**src/rtl/spiker_frame_streamer_if.sv**
```systemverilog
// rtl/spiker_frame_streamer_if.sv - beat stream carrying one frame word with its index and last flag
interface spiker_frame_streamer_if #(
    parameter int WIDTH = 32,
    parameter int IDX_W = 5
);
    logic [WIDTH-1:0] data;
    logic [IDX_W-1:0] idx;
    logic             valid;
    logic             last;
    logic             ready;

    modport master (output data, output idx, output valid, output last, input ready);
    modport slave  (input data, input idx, input valid, input last, output ready);
endinterface

```
**src/rtl/spiker_frame_streamer.sv**
```systemverilog
// rtl/spiker_frame_streamer.sv - snapshots a spike frame and streams it out dense or sparse
module spiker_frame_streamer #(
    parameter int WIDTH    = 32,
    parameter int N_SPIKES = 784,
    parameter int N_REG    = 25
) (
    input  logic                     clk_i,
    input  logic                     rst_i,
    input  logic [N_REG*WIDTH-1:0]   regs_i,
    input  logic                     sample_i,
    input  logic                     sparse_i,
    spiker_frame_streamer_if.master  strm,
    output logic                     busy_o,
    output logic                     done_o,
    output logic                     overrun_o
);

    localparam int N_BEATS = (N_SPIKES + WIDTH - 1) / WIDTH;
    localparam int IDX_W   = (N_BEATS > 1) ? $clog2(N_BEATS) : 1;

    if (N_REG < N_BEATS) begin : g_check_nreg
        $fatal(1, "N_REG must cover every beat of the frame");
    end

    typedef enum logic [1:0] {S_IDLE, S_STREAM, S_DONE} state_t;

    state_t             state_q;
    logic [WIDTH-1:0]   shadow_q [N_BEATS];
    logic [N_BEATS-1:0] nz_mask_q;
    logic               sparse_q;
    logic [WIDTH-1:0]   data_q;
    logic [IDX_W-1:0]   ptr_q;
    logic               valid_q;
    logic               last_q;
    logic               busy_q;
    logic               done_q;
    logic               overrun_q;

    logic [N_BEATS*WIDTH-1:0] cap_flat;
    logic [WIDTH-1:0]         cap_word [N_BEATS];
    logic [N_BEATS-1:0]       nz_cap;
    logic [IDX_W:0]           f_cap, f_cap2, f_nxt, f_nxt2;
    logic [IDX_W-1:0]         cap_first, nxt_ptr;
    logic                     cap_last, nxt_last;

    // Lowest set mask bit at or above start; MSB of the result flags a hit.
    function automatic logic [IDX_W:0] find_from(input logic [N_BEATS-1:0] mask, input int start);
        logic [IDX_W:0] r;
        r = '0;
        for (int i = N_BEATS - 1; i >= 0; i--) begin
            if (mask[i] && i >= start) r = {1'b1, IDX_W'(i)};
        end
        return r;
    endfunction

    always_comb begin
        cap_flat = '0;
        for (int i = 0; i < N_BEATS * WIDTH; i++) begin
            cap_flat[i] = (i < N_SPIKES) ? regs_i[i] : 1'b0;
        end
        nz_cap = '0;
        for (int i = 0; i < N_BEATS; i++) begin
            cap_word[i] = cap_flat[i*WIDTH +: WIDTH];
            nz_cap[i]   = |cap_flat[i*WIDTH +: WIDTH];
        end

        f_cap     = find_from(nz_cap, 0);
        cap_first = sparse_i ? f_cap[IDX_W-1:0] : '0;
        f_cap2    = find_from(nz_cap, int'(cap_first) + 1);
        cap_last  = sparse_i ? !f_cap2[IDX_W] : (N_BEATS == 1);

        f_nxt     = find_from(nz_mask_q, int'(ptr_q) + 1);
        nxt_ptr   = sparse_q ? f_nxt[IDX_W-1:0] : ptr_q + 1'b1;
        f_nxt2    = find_from(nz_mask_q, int'(nxt_ptr) + 1);
        nxt_last  = sparse_q ? !f_nxt2[IDX_W] : (nxt_ptr == IDX_W'(N_BEATS - 1));
    end

    always_ff @(posedge clk_i or posedge rst_i) begin
        if (rst_i) begin
            state_q   <= S_IDLE;
            for (int i = 0; i < N_BEATS; i++) shadow_q[i] <= '0;
            nz_mask_q <= '0;
            sparse_q  <= 1'b0;
            data_q    <= '0;
            ptr_q     <= '0;
            valid_q   <= 1'b0;
            last_q    <= 1'b0;
            busy_q    <= 1'b0;
            done_q    <= 1'b0;
            overrun_q <= 1'b0;
        end else begin
            overrun_q <= sample_i && busy_q;
            case (state_q)
                S_IDLE: begin
                    if (sample_i) begin
                        for (int i = 0; i < N_BEATS; i++) shadow_q[i] <= cap_word[i];
                        nz_mask_q <= nz_cap;
                        sparse_q  <= sparse_i;
                        busy_q    <= 1'b1;
                        if (!sparse_i || (nz_cap != '0)) begin
                            state_q <= S_STREAM;
                            valid_q <= 1'b1;
                            ptr_q   <= cap_first;
                            data_q  <= cap_word[cap_first];
                            last_q  <= cap_last;
                        end else begin
                            state_q <= S_DONE;
                        end
                    end
                end
                S_STREAM: begin
                    if (valid_q && strm.ready) begin
                        if (last_q) begin
                            state_q <= S_DONE;
                            valid_q <= 1'b0;
                            last_q  <= 1'b0;
                            ptr_q   <= '0;
                            data_q  <= '0;
                            done_q  <= 1'b1;
                        end else begin
                            ptr_q  <= nxt_ptr;
                            data_q <= shadow_q[nxt_ptr];
                            last_q <= nxt_last;
                        end
                    end
                end
                S_DONE: begin
                    // An empty sparse frame arrives here with done_q low and spends one extra cycle.
                    if (done_q) begin
                        state_q <= S_IDLE;
                        done_q  <= 1'b0;
                        busy_q  <= 1'b0;
                    end else begin
                        done_q <= 1'b1;
                    end
                end
                default: state_q <= S_IDLE;
            endcase
        end
    end

    assign strm.data  = data_q;
    assign strm.idx   = ptr_q;
    assign strm.valid = valid_q;
    assign strm.last  = last_q;
    assign busy_o     = busy_q;
    assign done_o     = done_q;
    assign overrun_o  = overrun_q;

endmodule

```
**src/flat_wrapper.sv**
```systemverilog
// flat-port wrapper written by rule: the top's interface ports become plain ports
module spiker_frame_streamer_flat 
#(
    parameter int WIDTH    = 32,
    parameter int N_SPIKES = 784,
    parameter int N_REG    = 25
)
  (clk_i, rst_i, regs_i, sample_i, sparse_i, busy_o, done_o, overrun_o, strm_data, strm_idx, strm_valid, strm_last, strm_ready);
  spiker_frame_streamer_if #(.WIDTH(WIDTH), .IDX_W(5)) strm_i ();
  input  logic clk_i;
  input  logic rst_i;
  input  logic [N_REG*WIDTH-1:0] regs_i;
  input  logic sample_i;
  input  logic sparse_i;
  output logic busy_o;
  output logic done_o;
  output logic overrun_o;
  output wire logic [$bits(strm_i.data)-1:0] strm_data;
  output wire logic [$bits(strm_i.idx)-1:0] strm_idx;
  output wire logic [$bits(strm_i.valid)-1:0] strm_valid;
  output wire logic [$bits(strm_i.last)-1:0] strm_last;
  input wire logic [$bits(strm_i.ready)-1:0] strm_ready;
  assign strm_data = strm_i.data;
  assign strm_idx = strm_i.idx;
  assign strm_valid = strm_i.valid;
  assign strm_last = strm_i.last;
  assign strm_i.ready = strm_ready;
  spiker_frame_streamer #(.WIDTH(WIDTH), .N_SPIKES(N_SPIKES), .N_REG(N_REG)) u_core (.clk_i(clk_i), .rst_i(rst_i), .regs_i(regs_i), .sample_i(sample_i), .sparse_i(sparse_i), .strm(strm_i), .busy_o(busy_o), .done_o(done_o), .overrun_o(overrun_o));
endmodule
```
**config.mk**
```make
export PLATFORM = sky130hd
export DESIGN_NAME = spiker_frame_streamer_flat
export DESIGN_NICKNAME = d
export VERILOG_FILES = /design/src/rtl/spiker_frame_streamer_if.sv /design/src/rtl/spiker_frame_streamer.sv /design/src/flat_wrapper.sv
export SDC_FILE = /design/constraint.sdc
export NUM_CORES = 2
export LEC_CHECK = 0
export ABC_AREA = 1
export CORE_MARGIN = 1.5
export CORE_UTILIZATION = 25
export CTS_CLUSTER_SIZE = 8
export DETAILED_ROUTE_END_ITERATION = 6
export SYNTH_ARGS = -nofsm -noshare
export SYNTH_HDL_FRONTEND = slang
export SYNTH_SLANG_ARGS = --single-unit
```
**constraint.sdc**
```tcl
create_clock -name clk_i -period 36.7 [get_ports clk_i]
set_input_delay 5.505 -clock clk_i [delete_from_list [all_inputs] [get_ports clk_i]]
set_output_delay 5.505 -clock clk_i [all_outputs]
set_load 0.01 [all_outputs]
```
Yosys cells after proc, flatten, opt, wreduce, memory -nomap -nowiden
Index checks and enable logic that the tools add are counted.

Equality and inequality tests: 8. Order comparisons: 77. Reductions and logical operators: 117. Bitwise gates (word level): 2. Muxes and demuxes: 143. $add $sub $neg: 4.

Operators by type and width (number): $ge 6x32->1 const A (27); $ge 5x32->1 const A (24); $reduce_or 32->1 (24); $ge 4x32->1 const A (12); $bmux 32 s5 (2); $mux 6 (50); $mux 5 (56); $mux 32 (8); $ge 3x32->1 const A (6); $ge 1x32->1 const A (3); $ge 2x32->1 const A (3); $logic_and 1x1->1 (77); $pmux 32 s2 (1); $reduce_bool 25->1 (1); $add 5x1->6 const B (3); $reduce_or 16->1 (1); $mux 1 (15); $ge 6x6->1 const B (2); $not 5->6 (2); $mux 2 (5); $pmux 5 s2 (1); $ne 2x1->1 const B (4); $pmux 1 s2 (4); $reduce_and 4->1 (2); other kinds (13) (18).

Logic and storage cells: 386. Flip-flop bits (word level): 854. Bits of input ports: 805. Output and inout port bits: 42.

Logic depth before layout (Yosys ltp)
Depth in word-level cells: 62. Mapped depth: 51. Mapped depth without buffers: 48.

Least setup slack after synthesis
OpenSTA, ideal clock, no wires.

Kind: input to register. Start point: input port regs_i[312]. End point: register u_core.last_q (netlist: u_core.strm.last). Stages on the path: 30. Path buffers: 2. Arrival time: 8.892 ns. Setup time: 0.077 ns. Data required time: 36.623 ns. Slack: 27.730 ns. Cell sequence: nor4_1 > nand2_1 > nor4_2 > inv_1 > nor2_1 > inv_1 > nor2_1 > nor2_1 > o21ai_2 > nand2_2 > inv_2 > buf_2 > buf_1 > ha_1 > inv_1 > nor2_1 > inv_1 > nand2_1 > inv_1 > nor2_1 > inv_1 > nand2_1 > nand4_1 > nand2_1 > nand2_1 > nor2_1 > nand3_1 > nand2_1 > a21oi_1 > a21oi_1.

Word-level cells in the longest chain between the ends: 45. Elaborated cells between the ends (all ways): 97. Those cells by class: add/sub (1); order compare (25); eq/ne (1); mux (40); reduce/logical (30).

RTL lines: start: declaration (line flat_wrapper.sv:12) `input logic [N_REG*WIDTH-1:0] regs_i;`; $reduce_or 32->1 * (line spiker_frame_streamer.sv:64) `nz_cap[i] = |cap_flat[i*WIDTH +: WIDTH];`; $mux 5 (10 in a row) (line spiker_frame_streamer.sv:51) `if (mask[i] && i >= start) r = {1'b1, IDX_W'(i)};`; $mux 5 (line spiker_frame_streamer.sv:68) `cap_first = sparse_i ? f_cap[IDX_W-1:0] : '0;`; $add 5x1->6 (line spiker_frame_streamer.sv:69) `f_cap2 = find_from(nz_cap, int'(cap_first) + 1);`; $ge 6x32->1 (line spiker_frame_streamer.sv:51); $logic_and 1x1->1 (line spiker_frame_streamer.sv:51); $mux 6 (25 in a row) (line spiker_frame_streamer.sv:51); $logic_not 1->1 (line spiker_frame_streamer.sv:70) `cap_last = sparse_i ? !f_cap2[IDX_W] : (N_BEATS == 1);`; $mux 1 (line spiker_frame_streamer.sv:70); $mux 1 (line spiker_frame_streamer.sv:100) `if (!sparse_i || (nz_cap != '0)) begin`; $mux 1 (line spiker_frame_streamer.sv:95) `if (sample_i) begin`; $pmux 1 s2 (line spiker_frame_streamer.sv:93) `case (state_q)`; end signal: assignment (line spiker_frame_streamer.sv:105) `last_q <= cap_last;`; end signal: assignment (line spiker_frame_streamer.sv:123) `last_q <= nxt_last;`; end: declaration (line spiker_frame_streamer.sv:34) `logic last_q;`.

Every way passes the cells marked *; elsewhere a longest branch is shown, timed or not. The select of a mux whose other input is x is not followed. A chain may end at the register's enable or synchronous reset.

Worst setup path after layout
Start point: input port regs_i[545]. End point: register u_core.data_q[21] (netlist: u_core.strm.data[21]).

Word-level cells in the longest chain between the ends: 27. Elaborated cells between the ends (all ways): 31. Those cells by class: eq/ne (1); mux (25); bitwise (1); reduce/logical (4).

RTL lines: $reduce_or 32->1 * (line spiker_frame_streamer.sv:64); $mux 5 (18 in a row) (line spiker_frame_streamer.sv:51); $mux 5 (line spiker_frame_streamer.sv:68); $not 5->6 (implied by the code) (line spiker_frame_streamer.sv:104) `data_q <= cap_word[cap_first];`; $bmux 32 s5 (line spiker_frame_streamer.sv:104); $mux 32 (implied by the code) (2 in a row) (line spiker_frame_streamer.sv:104); $mux 32 (line spiker_frame_streamer.sv:100); $mux 32 (line spiker_frame_streamer.sv:95); $pmux 32 s2 (line spiker_frame_streamer.sv:93); end signal: assignment (line spiker_frame_streamer.sv:104); end signal: assignment (line spiker_frame_streamer.sv:122) `data_q <= shadow_q[nxt_ptr];`; end: declaration (line spiker_frame_streamer.sv:31) `logic [WIDTH-1:0] data_q;`.

Marks and branches as above.

==> impl_metrics.ini <==
[min_path]
hp-class = flop to flop

[synth]
yosys_most_used_dff = dfrtp_1
synth.area.top_cells = dfrtp_1 42%, nand2_1 20%, o21ai_0 8.5%, nand3_1 6.1%, inv_1 4.4%
ys_seq_area_share_pct = 42.1
async_flop_share_pct = 100
synth_nets = 8191
synth_edf_count = 0
yosys.cell_types.count = 53
yosys_warnings = 0
yosys.area.top_type = dfrtp_1
synth_cells = 7369
syn_area_um2 = 50700
netlist.area_leader.share_pct = 42.1
synth.avg_cell_area_um2 = 6.88
ys_seq_elements = 854

[die]
die_h_um = 453
io_pins = 847
initial_utilization_pct = 25.1
die_x_um = 453
die-area_um2 = 206000
rows = 165
core_area_um2 = 202000

[cells_and_area]
multi_input_area_um2 = 24800
drive_gt1_share_pct = 4.24
nets = 8743
seqCellArea_um2 = 21400
layout_common_cells = 2643 x nand2_1, 861 x o21ai_0, 854 x dfrtp_1, 830 x clkdlybuf4s50_1, 612 x nand3_1
layout_commonest_cell = nand2_1
area_growth_pct = 26.8
nFillCells = 21977

[clocking]
cts.reportedPaths.clkPinSlew_ps = 50
htree_num_levels = 3
cts_tree = built
cts-buffers-inserted = 121
worstSkewPairLatency_ps = 780
postCtsSetupRepairBufs = 0
clock_path_buffers = 3
clock-sinks = 854
ctsHoldBuffers = 0
cts_resized = 0
cts_root_buffer = clkbuf_16

[pwr]
power.leakage_nw = 29.7
power_mw = 2.23
ir_worst_vdd_mv = 0.0404
powerDensity_nw_per_um2 = 34.6

[global_route]
grt_start_max_net_pins = 260
grt_pass1_wl_um = 414000
antenna_found_initial = 44
grt-ovfl-total = 0
gr-usage-all-layers_pct = 28.5
grt_pass1_vias = 52901

[timing]
finalCriticalPeriod_ps = 12740
worst_hold_slack_ps = 476
tns_ps = 0
fin_worst_skew_ps = 37.6
finalCritPeriodShare_pct = 34.7
slew_headroom_pct = 17.7
slew_violations = 0
rsz0062_at_grt = false
fmax_ghz = 0.0785
max_slew.worst_pin.slew_ps = 1230
hold_violations = 0
finalSetupViolCount = 0

[drt]
dr_total_vias = 56459
postRouteAntennaNets = 0
initialDrtViolationCount = 7978
route.detailed.drc = 5
wirelength_um = 304000
dr.pass1.iters = 7
wl_per_cell_um = 28.5
viasPerCell = 5.30

[run]
maxCapViolCount = 0

[placement]
dp_hpwl_um = 229000
port_buffers = 830
gp_congestion = 1.01

[setup_path]
cp-start-kind = primary input
cpPeakStageDelay_ps = 800
critPathMostFrequentCell = nand2_1
crit_path_top_delay_cell = nor2_1
required_ps = 37410
crit_arrival_ps = 13450
endpoint_kind = flop
crit_type = primary input to flop
crit_fanout = 106

[status]
violations = DRC
outcome = complete, but fails checks
area by class of cell:
| class | instances | share of cell area [%] |
|---|---|---|
| well taps | 2672 | 5.20 |
| diodes | 37 | 0.144 |
| flip-flops and latches | 854 | 33.2 |
| repair buffers | 917 | 14.1 |
| multi-input cells | 5408 | 38.5 |
| clock inverters | 12 | 0.300 |
| clock buffers | 133 | 4.89 |
| inverters | 619 | 3.67 |
cells by family (layout without fill, tap and decap cells):
| kind of cell | after synthesis | count (layout) | share of synthesized area, % |
|---|---|---|---|
| compound gates | 1551 | 1551 | 16.6 |
| xor+xnor | 1 | 1 | 0.0543 |
| fa+ha+maj | 17 | 17 | 0.419 |
| buf+inv | 1107 | 1681 | 9.24 |
| flops | 854 | 854 | 42.1 |
| other cells | 0 | 37 | 0 |
| simple gates | 3839 | 3839 | 31.6 |
cells in the mapped netlist (all sizes together), types with 4 or more instances:
master     n
nand4     69
dfrtp    854
o221ai    19
clkinv     4
nand3    617
nor2     269
o22ai      5
nor4     156
a31oi      8
o211ai   138
nor3      23
or2       38
ha        17
inv      615
and3       4
nand2   2662
o21ai    933
a21oi    406
a32o      14
o21a       4
buf      229
a32oi      9
clkbuf   259
metal layers:
layer  wire (um)  GRT usage, %  vias up
met2      138000          44.4     3274
met3       24700          5.23      736
li1            -             -    25233
met5          39             0        -
met1      116000          35.1    27210
met4       25500          21.1        6
flip-flops by register name (all words and copies together), names as in the netlist:
name,flops
u_core.overrun_o,1
u_core.shadow_q,784
u_core.nz_mask_q,25
u_core.strm.idx,5
u_core.strm.valid,1
u_core.strm.last,1
u_core.strm.data,32
u_core.done_o,1
u_core.state_q,2
u_core.sparse_q,1
u_core.busy_o,1
critical path: cells and delay by family:
family	cells	cell delay [ps]
buffers and inverters	5	2840
AO/OA/AOI/OAI	3	1310
AND/OR/NAND/NOR	23	3650
final timing paths:
kind	startpoint	to	slack, ps	depth (start not counted)
setup / recovery	regs_i[545]	u_core.strm.data[21]$_DFFE_PP0P_	23960	31
hold / removal	u_core.shadow_q[711]$_DFFE_PP0P_	u_core.shadow_q[711]$_DFFE_PP0P_	480	2
setup reg to reg	u_core.strm.idx[0]$_DFFE_PP0P_	u_core.strm.data[24]$_DFFE_PP0P_	29630	39
hold reg to reg	u_core.shadow_q[711]$_DFFE_PP0P_	u_core.shadow_q[711]$_DFFE_PP0P_	480	2
max in group asynchronous	rst_i	u_core.shadow_q[774]$_DFFE_PP0P_	28180	5
min in group asynchronous	rst_i	u_core.shadow_q[536]$_DFFE_PP0P_	5250	2
where the power goes:
part	leakage [nW]	switching, mW	internal, mW
Clock	1.64	0.450	0.615
Sequential	11.7	0	0.943
Combinational	16.4	0.128	0.0898
per-stage QoR:
step	std cells	utilization, %	worst slack (ps)	instance area (um2)
after floorplan	7369	-	7200	50700
after global placement	10470	30.2	23500	60900
after detailed placement	10470	30.2	23520	60900
after CTS	10615	31.8	24360	64200
after global routing	10647	31.8	23760	64300
final	10652	31.9	23960	64300
Power figures use the tool's default switching activity.
